File: src/rtl/lfsr_rr_ctrl.sv
// rtl/lfsr_rr_ctrl.sv - shared Galois LFSR served round-robin to two requesters (optional LFSR_GRANT_CNT_EN grant counters)
//
// A request is accepted in IDLE. The LFSR then advances STEPS times in RUN.
// The last step's value is delivered with a one-cycle gnt/rnd_valid pulse.
// DONE is a single turnaround cycle before IDLE.
// Defining LFSR_GRANT_CNT_EN adds saturating 8-bit per-requester grant counters.
module lfsr_rr_ctrl #(
    parameter int                  BITWIDTH = 5,
    parameter logic [BITWIDTH-1:0] TAPS     = 5'b10100,
    parameter int                  STEPS    = 5,
    parameter logic [BITWIDTH-1:0] SEED     = {{(BITWIDTH-1){1'b0}}, 1'b1}
) (
    input  logic                clk,
    input  logic                arst,
    input  logic                seed_load,
    input  logic [BITWIDTH-1:0] seed_in,
    input  logic [1:0]          req,
    output logic [1:0]          gnt,
    output logic [BITWIDTH-1:0] rnd_out,
    output logic                rnd_valid,
`ifdef LFSR_GRANT_CNT_EN
    output logic [7:0]          gnt_cnt0,
    output logic [7:0]          gnt_cnt1,
`endif
    output logic                busy
);

    localparam logic [1:0] ST_IDLE = 2'd0;
    localparam logic [1:0] ST_RUN  = 2'd1;
    localparam logic [1:0] ST_DONE = 2'd2;

    localparam logic [BITWIDTH-1:0] STEPS_W = BITWIDTH'(STEPS);
    localparam logic [BITWIDTH-1:0] CNT_ONE = BITWIDTH'(1);

    logic [1:0]          state_q, state_d;
    logic [BITWIDTH-1:0] lfsr_q, lfsr_d;
    logic [BITWIDTH-1:0] cnt_q, cnt_d;
    logic                owner_q, owner_d;
    logic                ptr_q, ptr_d;
    logic [1:0]          gnt_q, gnt_d;
    logic                valid_q, valid_d;
    logic [BITWIDTH-1:0] rnd_q, rnd_d;
    logic                busy_q, busy_d;

    logic [BITWIDTH-1:0] lfsr_next;
    logic                seed_honoured;
    logic                pick;

    // One Galois step: shift right, fold the taps back in when a one falls out
    always_comb begin
        lfsr_next = (lfsr_q >> 1) ^ (lfsr_q[0] ? TAPS : '0);
    end

    // Owner choice: a lone request wins outright; on a tie the side that was not served last wins
    always_comb begin
        if (req == 2'b11) begin
            pick = ~ptr_q;
        end else begin
            pick = req[1];
        end
    end

    // Controller next-state: seed handling, acceptance, stepping and delivery
    always_comb begin
        state_d       = state_q;
        lfsr_d        = lfsr_q;
        cnt_d         = cnt_q;
        owner_d       = owner_q;
        ptr_d         = ptr_q;
        gnt_d         = 2'b00;
        valid_d       = 1'b0;
        rnd_d         = rnd_q;
        seed_honoured = 1'b0;
        case (state_q)
            ST_IDLE: begin
                if (seed_load) begin
                    // A zero seed would lock the LFSR at zero forever
                    lfsr_d        = (seed_in == '0) ? SEED : seed_in;
                    seed_honoured = 1'b1;
                end else if (req != 2'b00) begin
                    owner_d = pick;
                    cnt_d   = STEPS_W;
                    state_d = ST_RUN;
                end
            end
            ST_RUN: begin
                lfsr_d = lfsr_next;
                cnt_d  = cnt_q - CNT_ONE;
                if (cnt_q == CNT_ONE) begin
                    rnd_d   = lfsr_next;
                    valid_d = 1'b1;
                    gnt_d   = owner_q ? 2'b10 : 2'b01;
                    ptr_d   = owner_q;
                    state_d = ST_DONE;
                end
            end
            ST_DONE: begin
                state_d = ST_IDLE;
            end
            default: begin
                state_d = ST_IDLE;
            end
        endcase
        busy_d = (state_d != ST_IDLE);
    end

    // Controller state and registered outputs
    always_ff @(posedge clk or posedge arst) begin
        if (arst) begin
            state_q <= ST_IDLE;
            lfsr_q  <= SEED;
            cnt_q   <= '0;
            owner_q <= 1'b0;
            ptr_q   <= 1'b1;
            gnt_q   <= 2'b00;
            valid_q <= 1'b0;
            rnd_q   <= '0;
            busy_q  <= 1'b0;
        end else begin
            state_q <= state_d;
            lfsr_q  <= lfsr_d;
            cnt_q   <= cnt_d;
            owner_q <= owner_d;
            ptr_q   <= ptr_d;
            gnt_q   <= gnt_d;
            valid_q <= valid_d;
            rnd_q   <= rnd_d;
            busy_q  <= busy_d;
        end
    end

    assign gnt       = gnt_q;
    assign rnd_out   = rnd_q;
    assign rnd_valid = valid_q;
    assign busy      = busy_q;

`ifdef LFSR_GRANT_CNT_EN
    logic [7:0] gcnt0_q, gcnt0_d;
    logic [7:0] gcnt1_q, gcnt1_d;

    // Saturating grant tallies, cleared whenever a seed load is taken
    always_comb begin
        gcnt0_d = gcnt0_q;
        gcnt1_d = gcnt1_q;
        if (seed_honoured) begin
            gcnt0_d = '0;
            gcnt1_d = '0;
        end else begin
            if (gnt_d[0] && (gcnt0_q != 8'hFF)) begin
                gcnt0_d = gcnt0_q + 8'd1;
            end
            if (gnt_d[1] && (gcnt1_q != 8'hFF)) begin
                gcnt1_d = gcnt1_q + 8'd1;
            end
        end
    end

    // Grant counter registers
    always_ff @(posedge clk or posedge arst) begin
        if (arst) begin
            gcnt0_q <= '0;
            gcnt1_q <= '0;
        end else begin
            gcnt0_q <= gcnt0_d;
            gcnt1_q <= gcnt1_d;
        end
    end

    assign gnt_cnt0 = gcnt0_q;
    assign gnt_cnt1 = gcnt1_q;
`endif

endmodule

File: config.mk
export PLATFORM = sky130hd
export DESIGN_NAME = lfsr_rr_ctrl
export DESIGN_NICKNAME = d
export VERILOG_FILES = /design/src/rtl/lfsr_rr_ctrl.sv
export SDC_FILE = /design/constraint.sdc
export NUM_CORES = 1
export LEC_CHECK = 0
export CAP_MARGIN = 25
export CORE_MARGIN = 2
export CORE_UTILIZATION = 54
export DETAILED_ROUTE_END_ITERATION = 16
export PLACE_DENSITY = 0.84
export SYNTH_ARGS = -nofsm -noshare
export SYNTH_HDL_FRONTEND = slang
export SYNTH_SLANG_ARGS = --single-unit
File: constraint.sdc
create_clock -name clk -period 3.42 [get_ports clk]
set_input_delay 0.684 -clock clk [delete_from_list [all_inputs] [get_ports clk]]
set_output_delay 0.684 -clock clk [all_outputs]
set_load 0.01 [all_outputs]
-- Word-level counts from Yosys, hierarchy flattened
Index checks and enable logic that the tools add are counted.
- memories: 0
- input bits: 10
- bits in writable memories: 0
- ROM bits: 0
- flip-flop bits (word level): 23
- bits in latches: 0
- output and inout bits: 9
- word-level logic and storage cells: 45
- mux-type cells: 17
- div/mod/pow operators: 0
- add/sub/neg operators: 1
- bitwise operators: 3
- equality and inequality tests: 6
- reductions and logical operators: 9
- shifts and indexed selects: 0
- multiply operators: 0
- $lt $le $gt $ge: 0
- operator list (kind ; number):
    $mux 5 ; 5
    $pmux 5 s2 ; 2
    $mux 2 ; 6
    $ne 2x2->1 const B ; 3
    $reduce_and 3->1 ; 2
    $reduce_bool 2->1 ; 3
    $eq 5x1->1 const B ; 1
    $logic_not 5->1 ; 1
    $sub 5x1->5 const B ; 1
    $xor 4x5->5 ; 1
    $pmux 2 s2 ; 1
    $reduce_and 2->1 ; 2
    $mux 1 ; 3
    $eq 2x1->1 const B ; 1
    $eq 2x2->1 const B ; 1
    $logic_not 2->1 ; 1
    $not 1->1 ; 2

-- Logic depth before layout (Yosys ltp)
- depth after elaboration: 5
- gate-level depth with buffers: 6
- gate-level depth less buffers: 6

-- Worst setup path before layout
No wires, ideal clock.
- path kind: register to register
- start: register cnt_q[1]
- end: register rnd_q[0] (netlist: rnd_out[0])
- clock period less this slack: 1.436 ns
- buffers on the path: 0
- setup time: 0.125 ns
- arrival: 1.311 ns
- data required time: 3.295 ns
- setup slack: 1.984 ns
- stages on the path, launching flop included: 7
- path through: dfrtp_1 inv_1 ha_1 nor4b_4 nand2_4 inv_6 mux2_4
- cells in the longest elaborated chain, start to end: 2
- ends and longest elaborated chain (what ; RTL line ; text):
    start: declaration ; 37 ; logic [BITWIDTH-1:0] cnt_q, cnt_d;
    start signal: assignment ; 122 ; cnt_q <= cnt_d;
    $eq 5x1->1 ; 89 ; if (cnt_q == CNT_ONE) begin
    $reduce_and 2->1 (no source line) ; -- ;
    end signal: assignment ; 127 ; rnd_q <= rnd_d;
    end: declaration ; 42 ; logic [BITWIDTH-1:0] rnd_q, rnd_d;
Every way passes these cells.
A chain may end at the register's enable or synchronous reset.

-- Worst setup path in the final report
- start: register rnd_q[2] (netlist: rnd_out[2])
- end: output port rnd_out[2]
- RTL lines (what ; RTL line ; text):
    end: declaration ; 19 ; output logic [BITWIDTH-1:0] rnd_out,
No word-level cell between the ends.

==> out/metrics.yaml <==
cp.arrival_ns: 1.25
dpl_cell_area_um2: 1250
htree_levels: 1
syn_avg_cell_area_um2: 11.9
synth_enable_flop_cells: 0
wl_per_cell_um: 14.2
period_share: 0.566
diodes: 0
ys_ff_latch: 23
syn_nets: 101
fin_setup_tns_ns: 0
path_cells: "clkdlybuf4s50_1"
fmax_ghz: 0.516
cts_root_buffer: "clkbuf_4"
finalSetupViolations: 0
min_path_type: "reg2reg"
path_class: "reg2out"
nNetsFinal: 121
ir_drop_v: 0.000406
clkSinkCount: 23
mostFrequentLayoutCell: "dfrtp_1"
clockBufferDepth: 2
drt_iter0_drc: 18
finalMaxSlewViolations: 0
cts_resized: 0
grt_pass1_wl_um: 3260
crit_fanout: 2
cts_tree: "built"
vias: 735
grt_pass1_vias: 715
path_clk_slew_ns: 0.13
dieArea_um2: 2340
cts_buffers: 3
cp_top_family: "buffers and inverters"
grt_antenna_before_repair: 0
post_cts_buffers: 0
finalHoldViolations: 0
outcome: "finished, final reports clean"
grt_start_max_net_pins: 24
crit_required_ns: 2.74
drtPass1Iterations: 6
ys_types: 33
crit_slowest_cell: "clkdlybuf4s50_1"
period_needed_ns: 1.94
design_area_um2: 1280
synth_area_um2: 1060
routed_wl_um: 1920
powerDensity_nw_per_um2: 842
worst_slew_pin_slew_ns: 0.855
place_hpwl_um: 1430
drc_errors: 0
syn_to_final_growth_pct: 20.4
endpoint_kind: "output port"
max_cap_viol_count: 0
grt_overflow: 0
final_antenna_net_count: 0
synthCells: 89
critPathLaunchType: "flip-flop"
path_buf_inv: 1
rsz0062_at_grt: "false"
start_util: 0.559
clock_latency_ns: 0.32
gp_congestion: 0.898
grt.total_usage: 0.181
ys_warn_count: 0
synthFlopType: "dfrtp_1"
core-area_um2: 1900
postCtsHoldBufs: 0
max_stage_delay_ns: 0.55
routed_via_density: 5.44
fp.dieH_um: 48.4
final_cell_mix: "dfrtp_1, clkdlybuf4s50_1, inv_1, o21ai_0"
portBuffers: 18
die_x_um: 48.4
skew_ns: 0.00502
seq_area_frac_synth: 0.544
num_rows: 16
drive_above_1_share: 0.148
cellLeakagePower_uw: 0.000581
boundaryPins: 19
async_flop_share: 1.00
slew_headroom: 0.429
==> kinds of logic after synthesis <==
logic type / after synthesis / synth area share
AND/OR/NAND/NOR: 23 / 0.139
AO/OA/AOI/OAI: 22 / 0.143
adder cells (fa/ha/maj): 2 / 0.0236
XOR/XNOR: 3 / 0.0247
flip-flops: 23 / 0.544
multiplexers: 5 / 0.0707
buffers and inverters: 11 / 0.0554
==> sequential cells by signal (all words and copies together), names as in the netlist, 2 cells and up <==
name     flops
state_q      2
rnd_out      5
cnt_q        5
lfsr_q       5
gnt          2
==> final timing paths <==
kind / slack [ns] / cells past startpoint / start / end
max: 1.48 / 1 / rnd_out[2] / rnd_out[2]
min: 0.46 / 1 / owner_q / gnt[0]
max reg2reg: 1.54 / 4 / state_q[0] / rnd_out[2]
min reg2reg: 0.46 / 1 / owner_q / gnt[0]
max in group asynchronous: 2.06 / 2 / arst / busy
min in group asynchronous: 0.83 / 2 / arst / rnd_out[1]
==> Yosys cell counts, drive strengths merged, types with 3 or more instances <==
master | n | area share
nand2 | 6 | 0.028
mux2 | 5 | 0.071
nor3 | 3 | 0.014
xor2 | 3 | 0.025
buf | 3 | 0.022
nor2b | 3 | 0.018
dfrtp | 21 | 0.49
nor2 | 4 | 0.014
o21ai | 7 | 0.033
inv | 8 | 0.033
a22oi | 3 | 0.021
==> final cells by class <==
cell class / instances / area (um2)
fillers: 143 / 623
clock buffers: 4 / 26.3
inverters: 8 / 35.0
well taps: 27 / 33.8
repair buffers: 18 / 180
multi-input cells: 55 / 425
flip-flops and latches: 23 / 578
==> layer usage <==
layer / GRT usage / up-vias / wire [um] / part of all wire
li1: - / 352 / - / -
met1: 0.250 / 365 / 981 / 0.51
met2: 0.282 / 13 / 848 / 0.44
met3: 0.0278 / 5 / 51 / 0.027
met4: 0.0857 / 0 / 38 / 0.020
met5: 0 / - / 0 / 0
==> through the flow <==
stage               hold slack (ns)  instances   util  power (uW)  setup WS, ns
detailed placement            0.439        131  0.659         953          1.42
finish                        0.463        135  0.672        1080          1.48
CTS                           0.464        135  0.672        1080          1.48
global placement              0.436        131  0.659         930          1.45
global route                  0.495        135  0.672        1150          1.42
floorplan                     0.417         89      -         807          1.98
==> power breakdown <==
part           internal (uW)  switching [uW]  leakage (uW)
Sequential               394             109      0.000277
Combinational            250             193      0.000288
Clock                   45.7            84.3     0.0000150
Power figures use the tool's default switching activity.
